`config.mk`:
```
export PLATFORM = sky130hd
export DESIGN_NAME = noc_input_port_requester
export DESIGN_NICKNAME = d
export VERILOG_FILES = /design/src/rtl/noc_input_port_requester.sv
export SDC_FILE = /design/constraint.sdc
export NUM_CORES = 1
export LEC_CHECK = 0
export CAP_MARGIN = 20
export CELL_PAD_IN_SITES_DETAIL_PLACEMENT = 0
export CELL_PAD_IN_SITES_GLOBAL_PLACEMENT = 1
export CORE_UTILIZATION = 26
export DETAILED_ROUTE_END_ITERATION = 10
export PLACE_DENSITY = 0.9
export SLEW_MARGIN = 10
export SYNTH_ARGS = -nofsm -noshare
export SYNTH_HDL_FRONTEND = slang
export SYNTH_SLANG_ARGS = --single-unit
```
`constraint.sdc`:
```
create_clock -name noc_clk -period 2.2 [get_ports noc_clk]
set_input_delay 0.44 -clock noc_clk [delete_from_list [all_inputs] [get_ports noc_clk]]
set_output_delay 0.44 -clock noc_clk [all_outputs]
set_load 0.005 [all_outputs]
```
`src/rtl/noc_input_port_requester.sv`:
```
// noc_input_port_requester
//   Initiator side of the input-port / output-controller handshake for one
//   router input port. Each VC has its own sequencer. When the head flit of a
//   VC buffer is a packet head, the sequencer requests the routed output
//   controller and waits for its grant. It then streams the packet to the
//   crossbar and releases the controller on the tail flit.
// Ports
//   noc_clk, noc_rst_n   clock, synchronous active-low reset
//   head_*_i             head-flit status of each VC buffer
//   head_pop_o           pop the head flit of each VC buffer
//   request_o, start_of_packet_o, free_o, grant_i
//                        handshake with the output controllers, [port][vc]
//   flit_ready_i, flit_valid_o, flit_sel_o
//                        crossbar side, flit_sel_o is a one-hot output port select
//   error_o              sticky protocol error per VC

// Sequencer for a single VC
module noc_ipr_vc #(
  parameter int PORTS = 5
) (
  input  logic             noc_clk,
  input  logic             noc_rst_n,
  input  logic             head_valid_i,
  input  logic             head_sop_i,
  input  logic             head_eop_i,
  input  logic [2:0]       head_route_i,
  input  logic [PORTS-1:0] grant_i,
  input  logic             flit_ready_i,
  output logic             head_pop_o,
  output logic             flit_valid_o,
  output logic [PORTS-1:0] request_o,
  output logic [PORTS-1:0] start_of_packet_o,
  output logic [PORTS-1:0] free_o,
  output logic [PORTS-1:0] sel_o,
  output logic             error_o
);
  localparam logic [1:0] S_IDLE = 2'd0;
  localparam logic [1:0] S_REQ  = 2'd1;
  localparam logic [1:0] S_XFER = 2'd2;
  localparam logic [1:0] S_DROP = 2'd3;
  localparam logic [3:0] PORTS_L = 4'(PORTS);

  logic [1:0] state_q, state_d;
  logic [2:0] route_q, route_d;
  logic       err_q, err_d;
  logic       route_ok;

  assign route_ok = ({1'b0, head_route_i} < PORTS_L);
  assign error_o  = err_q;

  // The combinational strobes are held low while reset is asserted.
  // This keeps a buffer from being popped while the controllers are
  // being reset.
  always_comb begin
    head_pop_o   = 1'b0;
    flit_valid_o = 1'b0;
    if (noc_rst_n && head_valid_i) begin
      unique case (state_q)
        S_IDLE: head_pop_o = !head_sop_i;   // discard an orphan body flit
        S_XFER: begin
          head_pop_o   = flit_ready_i;
          flit_valid_o = 1'b1;
        end
        S_DROP: head_pop_o = 1'b1;          // drain without waiting on the crossbar
        default: head_pop_o = 1'b0;
      endcase
    end
  end

  always_comb begin
    for (int p = 0; p < PORTS; p++) begin
      request_o[p]         = (state_q == S_REQ)  && (route_q == 3'(p));
      start_of_packet_o[p] = (state_q == S_REQ)  && (route_q == 3'(p));
      sel_o[p]             = (state_q == S_XFER) && (route_q == 3'(p));
      free_o[p]            = (state_q == S_XFER) && (route_q == 3'(p))
                             && head_pop_o && head_eop_i;
    end
  end

  always_comb begin
    state_d = state_q;
    route_d = route_q;
    err_d   = err_q;
    unique case (state_q)
      S_IDLE: if (head_valid_i) begin
        if (!head_sop_i) err_d = 1'b1;
        else if (route_ok) begin
          state_d = S_REQ;
          route_d = head_route_i;
        end else begin
          state_d = S_DROP;
          err_d   = 1'b1;
        end
      end
      // request_o is one-hot on the latched route.
      // The AND therefore ignores grants that arrive on other ports.
      S_REQ:  if (|(grant_i & request_o)) state_d = S_XFER;
      S_XFER: if (head_pop_o && head_eop_i) state_d = S_IDLE;
      S_DROP: if (head_pop_o && head_eop_i) state_d = S_IDLE;
      default: state_d = S_IDLE;
    endcase
  end

  always_ff @(posedge noc_clk) begin
    if (!noc_rst_n) begin
      state_q <= S_IDLE;
      route_q <= 3'd0;
      err_q   <= 1'b0;
    end else begin
      state_q <= state_d;
      route_q <= route_d;
      err_q   <= err_d;
    end
  end
endmodule

module noc_input_port_requester #(
  parameter int CHANNELS = 2,   // router VC count
  parameter int PORTS    = 5
) (
  input  logic                               noc_clk,
  input  logic                               noc_rst_n,
  input  logic [CHANNELS-1:0]                head_valid_i,
  input  logic [CHANNELS-1:0]                head_sop_i,
  input  logic [CHANNELS-1:0]                head_eop_i,
  input  logic [CHANNELS-1:0][2:0]           head_route_i,
  output logic [CHANNELS-1:0]                head_pop_o,
  output logic [PORTS-1:0][CHANNELS-1:0]     request_o,
  output logic [PORTS-1:0][CHANNELS-1:0]     start_of_packet_o,
  output logic [PORTS-1:0][CHANNELS-1:0]     free_o,
  input  logic [PORTS-1:0][CHANNELS-1:0]     grant_i,
  input  logic [CHANNELS-1:0]                flit_ready_i,
  output logic [CHANNELS-1:0]                flit_valid_o,
  output logic [CHANNELS-1:0][PORTS-1:0]     flit_sel_o,
  output logic [CHANNELS-1:0]                error_o
);
  // The controller handshake is indexed [port][vc].
  // The sequencers work on per-VC columns, so these wires transpose the arrays.
  logic [CHANNELS-1:0][PORTS-1:0] gnt_col, req_col, sop_col, free_col;

  for (genvar c = 0; c < CHANNELS; c++) begin : g_vc
    for (genvar p = 0; p < PORTS; p++) begin : g_port
      assign gnt_col[c][p]           = grant_i[p][c];
      assign request_o[p][c]         = req_col[c][p];
      assign start_of_packet_o[p][c] = sop_col[c][p];
      assign free_o[p][c]            = free_col[c][p];
    end

    noc_ipr_vc #(.PORTS(PORTS)) u_vc (
      .noc_clk           (noc_clk),
      .noc_rst_n         (noc_rst_n),
      .head_valid_i      (head_valid_i[c]),
      .head_sop_i        (head_sop_i[c]),
      .head_eop_i        (head_eop_i[c]),
      .head_route_i      (head_route_i[c]),
      .grant_i           (gnt_col[c]),
      .flit_ready_i      (flit_ready_i[c]),
      .head_pop_o        (head_pop_o[c]),
      .flit_valid_o      (flit_valid_o[c]),
      .request_o         (req_col[c]),
      .start_of_packet_o (sop_col[c]),
      .free_o            (free_col[c]),
      .sel_o             (flit_sel_o[c]),
      .error_o           (error_o[c])
    );
  end
endmodule
```
==> results by group, run 1 <==
Outcome
  • Status: finished clean

Cells and area
  • Multi-input gate area: 734.5 sq um
  • Final nets: 248
  • ANT cells: 0
  • Non-filler instance count after layout: 271
  • Post-route design area: 1947 sq um
  • Filler cells: 400
  • Ratio of cells with drive above 1 in the final layout: 0.2308
  • Layout area overhead: 74.64%
  • Seq. cell area: 250.2 sq um

Setup path
  • R2R Setup Slk: 750 ps
  • Worst R2R Start: g_vc[0].u_vc.route_q[0]
  • Critical Path RT: 1760 ps
  • Reg2Reg Depth: 5
  • CP startpoint kind: flip-flop
  • Critical path capture point type: primary output
  • Crit path kind: flip-flop to primary output
  • FF-to-FF End: g_vc[0].u_vc.state_q[1]
  • CP max FO: 3
  • Worst EP arrival: 1720 ps

Floorplan
  • Initial Utilization: 0.2747
  • Die W: 67.48 um
  • Core ar.: 4058 sq um
  • Std-Cell Rows: 23
  • Top Ports: 72
  • Die area: 4554 sq um
  • Die Ht: 67.48 um

Route
  • Routed via count: 1286
  • Pre-antenna DRT Iters: 4
  • Met2 WL: 1733 um
  • Met1 WL: 1473 um
  • DRC: 0
  • Wire length per cell: 12.37 um
  • First DRT Iteration DRCs: 66
  • Routed met3 length: 132 um
  • DRT Wirelength: 3353 um
  • Top Metal Used: met4
  • ANT nets after route: 0
  • Via density: 4.745

Global route
  • Initial antenna violation count: 0
  • Pin count of the biggest net entering global routing: 13
  • First-pass GRT wire length: 5319 um
  • Vias in the first global route: 1133
  • GRT Overall Usage: 0.1504
  • Grt total ovfl: 0

Synthesis
  • Unique cell type count in the Yosys netlist: 36
  • Syn Area/Cell: 7.482 sq um
  • Area leader, netlist: dfxtp_1
  • Synthesized Nets: 175
  • Post-synth EDFFs: 0
  • Top cell type's share of synthesized area: 0.2155
  • Synth async-reset ratio: 0
  • Synthesized instance count: 149
  • Sequential fraction of the synthesis area: 0.2155
  • Synth warn: 0
  • Synthesized flop and latch total: 12
  • Synth top area cells: dfxtp_1 22%, buf_4 11%, nor2_1 9.4%, mux2i_1 7.2%, nor3_1 4.5%
  • Top_reg_cell synth: dfxtp_1
  • Syn Std Cell Area: 1115 sq um

STA
  • Fmax: 462.6 MHz
  • Setup Skew: 2.451 ps
  • Unrepaired setup endpoints after global routing: true
  • Setup-failing EPs final: 0
  • Worst-Margin Slew: 423.1 ps
  • Final Cycle Share: 0.9826
  • Hold Vio Cnt, Final: 0
  • Total negative slack: 0 ps
  • Max Slew Vio Count: 0
  • Max transition margin: 0.7150
  • Final worst slack: 38.25 ps
  • Final min period: 2162 ps

Clock network
  • Reg clk slew, reported paths: 50 ps
  • Root buffer cell: clkbuf_8
  • Clk sink count: 12
  • CTS tree: done
  • Clock Tree Buf Depth: 2
  • Htree depth: 1
  • Number of buffers created by CTS: 3
  • Skew-Pair Late Insertion Delay: 240 ps

Pwr
  • PD cells: 378.2 nW/um^2
  • Leakage power: 0.8288 nW
  • Max VDD drop: 0.0004419 V
  • Pwr Total: 736.3 uW

Place
  • # placed instances: 264
  • Setup WS pre-CTS: -353.3 ps
  • Dpl hpwl: 2649 um
  • Placed cell area: 1832 sq um
  • GPL Wtd Cong: 0.7776
  • # port buffers: 71

Hold path
  • Worst hold path type: flip-flop to flip-flop
  • Launch point of the worst hold path: g_vc[1].u_vc.error_o
  • Hold EP: g_vc[1].u_vc.error_o
  • WHS Path Cells: 2

Job
  • Max cap viols: 0
-- cell usage in the layout (no fill, tap or decap), types with 2 or more instances in the layout --
cell / count
nor4_1: 2
a31oi_1: 2
nor3_1: 7
mux2i_1: 8
or3_1: 3
dfxtp_2: 5
nor2_4: 2
clkbuf_8: 4
nand3_2: 2
nor2_1: 27
buf_2: 3
nand2_2: 2
nand2b_4: 2
inv_1: 4
dlymetal6s2s_1: 3
nand2b_1: 6
a21oi_1: 5
nor4_2: 2
dlygate4sd2_1: 10
nor3_2: 3
nand2_1: 7
buf_4: 18
nand3_1: 3
o21ai_0: 8
clkdlybuf4s50_1: 55
nand3b_1: 3
dfxtp_1: 6
-- power breakdown --
group	switching (mW)	internal (mW)
clock network	0.0808	0.158
logic	0.0973	0.137
registers	0.0273	0.235
-- cells in the mapped netlist (3+ instances only) --
master     n
mux2i_1    8
nand2b_1   7
o21ai_0    8
dfxtp_1   12
nor3_1    10
nand3_1    3
or3_1      3
nand2_1    9
nand3b_1   3
inv_1      4
a21oi_1    5
buf_6      4
nor2_1    28
nor4_1     4
buf_4     16
-- area by class of cell --
type / count / share of cell area
tap: 50 / 0.03213
multi-input combinational: 111 / 0.3772
timing repair buffer: 89 / 0.4242
sequential: 12 / 0.1285
inverter: 5 / 0.009640
clock buffer: 4 / 0.02828
-- how the worst max path moves through the flow --
| stage | to | slack [ps] | cells after the start | startpoint |
|---|---|---|---|---|
| final | request_o[9] | 40 | 4 | g_vc[1].u_vc.route_q[2] |
| after global routing | start_of_packet_o[1] | -10 | 4 | g_vc[1].u_vc.state_q[1] |
| after CTS | free_o[8] | -20 | 7 | head_valid_i[0] |
| after detailed placement | free_o[1] | -350 | 6 | noc_rst_n |
| after global placement | free_o[1] | -320 | 6 | noc_rst_n |
| after floorplan | start_of_packet_o[9] | 590 | 4 | g_vc[1].u_vc.route_q[2] |
-- through the flow --
step | hold WS (ps) | util
finish | 485.9 | 0.4798
global route | 523.1 | 0.4798
CTS | 495.1 | 0.4672
detailed placement | 474.7 | 0.4514
global placement | 476.1 | 0.4514
floorplan | 438.0 | -
-- cell families (layout without fill, tap and decap cells) --
group,Yosys count,in the layout,synth area share
AO/OA/AOI/OAI,24,24,0.1571
buffers and inverters,26,98,0.1683
flip-flops,12,12,0.2155
multiplexers,8,8,0.07183
AND/OR/NAND/NOR,79,79,0.3872
-- layer usage --
layer	vias to the layer above	global-route usage
li1	654	-
met1	603	0.2028
met2	27	0.2512
met3	2	0.03041
met4	0	0.01596
met5	-	0
-- state kept, by name (all words and copies together) (netlist names) --
| signal | cells |
|---|---|
| g_vc.u_vc.route_q | 6 |
| g_vc.u_vc.error_o | 2 |
| g_vc.u_vc.state_q | 4 |
-- repair_timing --
action,in CTS,in global routing
endpoints found under the hold margin,0,0
setup endpoints to repair,17,19
buffers inserted,3,0
hold buffers,0,0
gates resized for setup,26,17
pin swaps,2,1
-- critical path, cell delays in order (launching register included) --
cell	delay, ps
dfxtp_1	320
inv_1	50
or3_1	430
nor2_1	150
clkdlybuf4s50_1	530
No activity file was read; power rests on OpenSTA's default activity.
==> run 2: changes to the inputs <==
--- a/config.mk
+++ b/config.mk
@@ -8,9 +8,9 @@
 export CAP_MARGIN = 20
 export CELL_PAD_IN_SITES_DETAIL_PLACEMENT = 0
 export CELL_PAD_IN_SITES_GLOBAL_PLACEMENT = 1
-export CORE_UTILIZATION = 26
+export CORE_UTILIZATION = 22
 export DETAILED_ROUTE_END_ITERATION = 10
-export PLACE_DENSITY = 0.9
+export PLACE_DENSITY = 0.82
 export SLEW_MARGIN = 10
 export SYNTH_ARGS = -nofsm -noshare
 export SYNTH_HDL_FRONTEND = slang
==> constraint.sdc (replaced) <==
create_clock -name noc_clk -period 1.75 [get_ports noc_clk]
set_input_delay 0.35 -clock noc_clk [delete_from_list [all_inputs] [get_ports noc_clk]]
set_output_delay 0.35 -clock noc_clk [all_outputs]
set_load 0.005 [all_outputs]
==> results by group, run 2 (synthesis gave the netlist of run 1 again) <==
Setup path
  • CP startpoint kind: flip-flop (unchanged)
  • Crit path kind: flip-flop to primary output (unchanged)
  • Critical Path RT: 1400 ps (was 1760 ps)
  • Worst EP arrival: 1370 ps (was 1720 ps)
  • Critical path capture point type: primary output (unchanged)
  • CP max FO: 3 (unchanged)

STA
  • Hold Vio Cnt, Final: 0 (unchanged)
  • Setup-failing EPs final: 0 (unchanged)
  • Worst-Margin Slew: 345.6 ps (was 423.1 ps)
  • Max transition margin: 0.7689 (was 0.7150)
  • Final Cycle Share: 0.9816
  • Unrepaired setup endpoints after global routing: true (unchanged)
  • Final worst slack: 32.16 ps (was 38.25 ps)
  • Fmax: 582.1 MHz
  • Max Slew Vio Count: 0 (unchanged)
  • Setup Skew: 4.204 ps (was 2.451 ps)
  • Total negative slack: 0 ps (unchanged)
  • Final min period: 1718 ps

Cells and area
  • ANT cells: 0 (unchanged)
  • Non-filler instance count after layout: 315 (was 271)
  • Final nets: 275 (was 248)
  • Ratio of cells with drive above 1 in the final layout: 0.4315 (was 0.2308)
  • Most frequent cells in the layout: 41 x buf_4, 36 x dlygate4sd2_1, 23 x nor2_1 (was 55 x clkdlybuf4s50_1, 27 x nor2_1, 18 x buf_4)
  • Max reg flops: 6 (unchanged)
  • Layout area overhead: 99.55% (was 74.64%)
  • Top reg by flops: g_vc.u_vc.route_q (unchanged)
  • Commonest non-fill, non-tap cell in the layout: buf_4 (was clkdlybuf4s50_1)

Floorplan
  • Initial Utilization: 0.2329 (was 0.2747)
  • Die W: 73.19 um (was 67.48 um)
  • Top Ports: 72 (unchanged)
  • Core ar.: 4786 sq um (was 4058 sq um)
  • Die area: 5356 sq um (was 4554 sq um)
  • Die Ht: 73.19 um (was 67.48 um)
  • Std-Cell Rows: 25 (was 23)

Clock network
  • Clk sink count: 12 (unchanged)
  • Root buffer cell: clkbuf_8 (unchanged)
  • Post-CTS Hold Buffers: 0 (unchanged)
  • Number of buffers created by CTS: 3 (unchanged)
  • CTS tree: done (unchanged)
  • Htree depth: 1 (unchanged)
  • Clock Tree Buf Depth: 2 (unchanged)
  • Reg clk slew, reported paths: 50 ps (about the same)
  • Skew-Pair Late Insertion Delay: 240 ps (about the same)

Global route
  • Initial antenna violation count: 0 (unchanged)
  • GRT Overall Usage: 0.1420 (was 0.1504)
  • Vias in the first global route: 1345 (was 1133)
  • Pin count of the biggest net entering global routing: 10 (was 13)
  • First-pass GRT wire length: 5975 um (was 5319 um)
  • Grt total ovfl: 0 (unchanged)

Outcome
  • Status: finished clean (unchanged)

Route
  • ANT nets after route: 0 (unchanged)
  • First DRT Iteration DRCs: 33 (was 66)
  • DRC: 0 (unchanged)
  • DRT Wirelength: 3798 um (was 3353 um)
  • Pre-antenna DRT Iters: 4 (unchanged)
  • Wire length per cell: 12.06 um (was 12.37 um)
  • Routed via count: 1386 (was 1286)
  • Via density: 4.400 (was 4.745)

Job
  • Max cap viols: 0 (unchanged)

Pwr
  • Max VDD drop: 0.0003745 V (was 0.0004419 V)
  • Leakage power: 1.096 nW (was 0.8288 nW)
  • PD cells: 447.1 nW/um^2 (was 378.2 nW/um^2)

Hold path
  • Worst hold path type: flip-flop to flip-flop (unchanged)

Place
  • # port buffers: 71 (unchanged)
  • GPL Wtd Cong: 0.7687 (was 0.7776)
  • # placed instances: 298 (was 264)
  • Setup WS pre-CTS: -592.2 ps (was -353.3 ps)
  • Dpl hpwl: 2952 um (was 2649 um)
## run 2: metal layers
layer | GRT usage | vias up | share of wire
met3 | 0.03453 | 10 | 0.045
met4 | 0.05447 | 0 | 0.027
met2 | 0.2490 | 28 | 0.52
li1 | - | 707 | -
met5 | 0 | - | 0
met1 | 0.1653 | 641 | 0.41
## run 2: worst paths after layout
check	startpoint	to	slack, ps	depth (start not counted)
worst max-delay path	g_vc[1].u_vc.route_q[2]	start_of_packet_o[9]	30	4
worst min-delay path	g_vc[1].u_vc.error_o	g_vc[1].u_vc.error_o	500	2
worst max register to register	g_vc[0].u_vc.state_q[0]	g_vc[0].u_vc.route_q[0]	270	6
worst min register to register	g_vc[1].u_vc.error_o	g_vc[1].u_vc.error_o	500	2
## run 2: where the power goes
group / switching, mW / internal (mW) / total [mW]
clock: 0.102 / 0.199 / 0.301
combinational: 0.159 / 0.216 / 0.375
sequential: 0.0259 / 0.293 / 0.319
total: 0.287 / 0.708 / 0.995
## run 2: worst max-delay path, stage by stage, from the launching register on
cell	delay [ps]
dfxtp_1	320
inv_1	60
or3_4	400
nor2_2	100
dlygate4sd2_1	240
## run 2: layout make-up
type,instances,area (sq um)
Clock buffer,4,55.05
Fill cell,486,2561
Inverter,5,18.77
Multi-Input combinational cell,111,843.3
Sequential cell,12,261.5
Tap cell,67,83.83
Timing Repair Buffer,116,962.2
## run 2: metrics by stage
stage	hold slack, ps	total power, mW	util	cell area (sq um)
after floorplan	438.0	0.4787	-	1115
after global placement	486.9	0.6613	0.4139	1981
after detailed placement	474.3	0.6635	0.4139	1981
after CTS	502.9	0.9815	0.4536	2171
after global routing	551.5	1.058	0.4648	2225
final	497.5	0.9947	0.4648	2225
## run 2: repair_timing
action,in CTS,in global routing
setup endpoints to repair,44,18
setup buffers,11,2
resized for setup,111,28
pin swaps,10,1
==> run 3: changes to the inputs <==
--- a/config.mk
+++ b/config.mk
@@ -9,8 +9,10 @@
 export CELL_PAD_IN_SITES_DETAIL_PLACEMENT = 0
 export CELL_PAD_IN_SITES_GLOBAL_PLACEMENT = 1
 export CORE_UTILIZATION = 22
+export CTS_CLUSTER_SIZE = 20
 export DETAILED_ROUTE_END_ITERATION = 10
 export PLACE_DENSITY = 0.82
+export REMOVE_ABC_BUFFERS = 1
 export SLEW_MARGIN = 10
 export SYNTH_ARGS = -nofsm -noshare
 export SYNTH_HDL_FRONTEND = slang
==> results by group, run 3 (synthesis gave the netlist of run 1 again) <==
Global route
  • Grt total ovfl: 0 (unchanged)
  • Pin count of the biggest net entering global routing: 11 (was 10)
  • GRT Overall Usage: 0.1408 (was 0.1420)
  • Vias in the first global route: 1278 (was 1345)
  • First-pass GRT wire length: 5940 um (was 5975 um)
  • Initial antenna violation count: 0 (unchanged)

Cells and area
  • Most frequent cells in the layout: 39 x buf_4, 32 x dlygate4sd2_1, 23 x nor2_1 (was 41 x buf_4, 36 x dlygate4sd2_1, 23 x nor2_1)
  • Layout area overhead: 99.89% (was 99.55%)
  • Commonest non-fill, non-tap cell in the layout: buf_4 (unchanged)
  • Ratio of cells with drive above 1 in the final layout: 0.4367 (was 0.4315)
  • Top reg by flops: g_vc.u_vc.route_q (unchanged)
  • Final nets: 272 (was 275)
  • Seq. cell area: 261.5 sq um (unchanged)
  • Filler cells: 455 (was 486)
  • Non-filler instance count after layout: 312 (was 315)
  • ANT cells: 0 (unchanged)
  • Multi-input gate area: 872.1 sq um (was 843.3 sq um)
  • Max reg flops: 6 (unchanged)

Route
  • Wire length per cell: 12.44 um (was 12.06 um)
  • DRT Wirelength: 3882 um (was 3798 um)
  • Via density: 4.346 (was 4.400)
  • ANT nets after route: 0 (unchanged)
  • Routed via count: 1356 (was 1386)
  • Pre-antenna DRT Iters: 4 (unchanged)
  • First DRT Iteration DRCs: 63 (was 33)
  • DRC: 0 (unchanged)

STA
  • Max Slew Vio Count: 0 (unchanged)
  • Setup Skew: 8.229 ps (was 4.204 ps)
  • Final Cycle Share: 0.9825 (was 0.9816)
  • Total negative slack: 0 ps (unchanged)
  • Unrepaired setup endpoints after global routing: true (unchanged)
  • Max transition margin: 0.8178 (was 0.7689)
  • Setup-failing EPs final: 0 (unchanged)
  • Worst-Margin Slew: 272.5 ps (was 345.6 ps)
  • Final worst slack: 30.59 ps (was 32.16 ps)
  • Hold Vio Cnt, Final: 0 (unchanged)
  • Final min period: 1719 ps (was 1718 ps)
  • Fmax: 581.6 MHz (was 582.1 MHz)

Outcome
  • Status: finished clean (unchanged)

Clock network
  • Htree depth: 1 (unchanged)
  • Clk sink count: 12 (unchanged)
  • CTS tree: done (unchanged)
  • Skew-Pair Late Insertion Delay: 240 ps (about the same)
  • Reg clk slew, reported paths: 60 ps (was 50 ps)
  • Number of buffers created by CTS: 3 (unchanged)
  • Root buffer cell: clkbuf_8 (unchanged)
  • Clock Tree Buf Depth: 2 (unchanged)
  • Post-CTS Hold Buffers: 0 (unchanged)

Setup path
  • Crit path kind: flip-flop to primary output (unchanged)
  • Critical Path RT: 1400 ps (about the same)
  • CP startpoint kind: flip-flop (unchanged)
  • Critical path capture point type: primary output (unchanged)
  • Worst EP arrival: 1370 ps (about the same)
  • CP max FO: 7 (was 3)
  • Reg2Reg Depth: 5 (was 6)

Place
  • Setup WS pre-CTS: -622.0 ps (was -592.2 ps)
  • Dpl hpwl: 2855 um (was 2952 um)
  • # placed instances: 294 (was 298)
  • GPL Wtd Cong: 0.8015 (was 0.7687)
  • # port buffers: 71 (unchanged)

Hold path
  • WHS Path Cells: 2 (unchanged)
  • Worst hold path type: flip-flop to flip-flop (unchanged)

Floorplan
  • Initial Utilization: 0.2329 (unchanged)
  • Std-Cell Rows: 25 (unchanged)
  • Die W: 73.19 um (unchanged)
  • Top Ports: 72 (unchanged)
  • Die Ht: 73.19 um (unchanged)
  • Die area: 5356 sq um (unchanged)
  • Core ar.: 4786 sq um (unchanged)

Pwr
  • PD cells: 447.8 nW/um^2 (was 447.1 nW/um^2)
  • Max VDD drop: 0.0004788 V (was 0.0003745 V)
  • Leakage power: 1.089 nW (was 1.096 nW)

Job
  • Max cap viols: 0 (unchanged)
run 3: timing repair:
action	4_1_cts	5_1_grt
endpoints found under the setup margin	44	19
resized for setup	110	36
buffers inserted	13	2
pin swaps	11	6
endpoints found under the hold margin	0	0
run 3: area by class of cell:
type,instances,share of cell area
clock buffer,4,0.02471
inverter,5,0.008422
multi-input combinational,111,0.3914
sequential,12,0.1173
tap,67,0.03762
timing repair buffer,113,0.4205
run 3: critical path, stage by stage, from the launching register on:
cell and delay (ps):
dfxtp_2 330, buf_6 120, nand2b_1 80, buf_4 160, nor2_2 150, dlygate4sd2_1 290
run 3: per-stage QoR:
stage | total power, mW | util | hold slack (ps) | cell area (sq um)
2_1_floorplan | 0.4507 | - | 460.4 | 945.9
3_3_place_gp | 0.6548 | 0.4076 | 472.9 | 1951
3_5_place_dp | 0.6551 | 0.4076 | 457.2 | 1951
4_1_cts | 0.9741 | 0.4450 | 485.6 | 2130
5_1_grt | 1.055 | 0.4656 | 530.1 | 2228
6_report | 0.9979 | 0.4656 | 480.4 | 2228
run 3: final timing paths:
| check | endpoint | slack (ps) | from |
|---|---|---|---|
| worst max-delay path | request_o[7] | 30 | g_vc[1].u_vc.state_q[0] |
| worst max register to register | g_vc[0].u_vc.state_q[1] | 310 | g_vc[0].u_vc.route_q[0] |
| worst min register to register | g_vc[1].u_vc.error_o | 480 | g_vc[1].u_vc.error_o |
| worst min-delay path | g_vc[1].u_vc.error_o | 480 | g_vc[1].u_vc.error_o |
run 3: report_power, final:
group / total, mW / internal (mW) / switching [mW] / leakage, nW
logic: 0.374 / 0.214 / 0.160 / 0.957
registers: 0.322 / 0.294 / 0.0276 / 0.103
clock network: 0.302 / 0.199 / 0.103 / 0.0288
run 3: routing by layer:
metal	up-vias	share of wire	GRT usage	wire length, um
li1	705	-	-	-
met1	632	0.42	0.1703	1630
met2	17	0.55	0.2582	2142
met3	2	0.021	0.02901	82
met4	0	0.0070	0.02179	27
met5	-	0	0	0
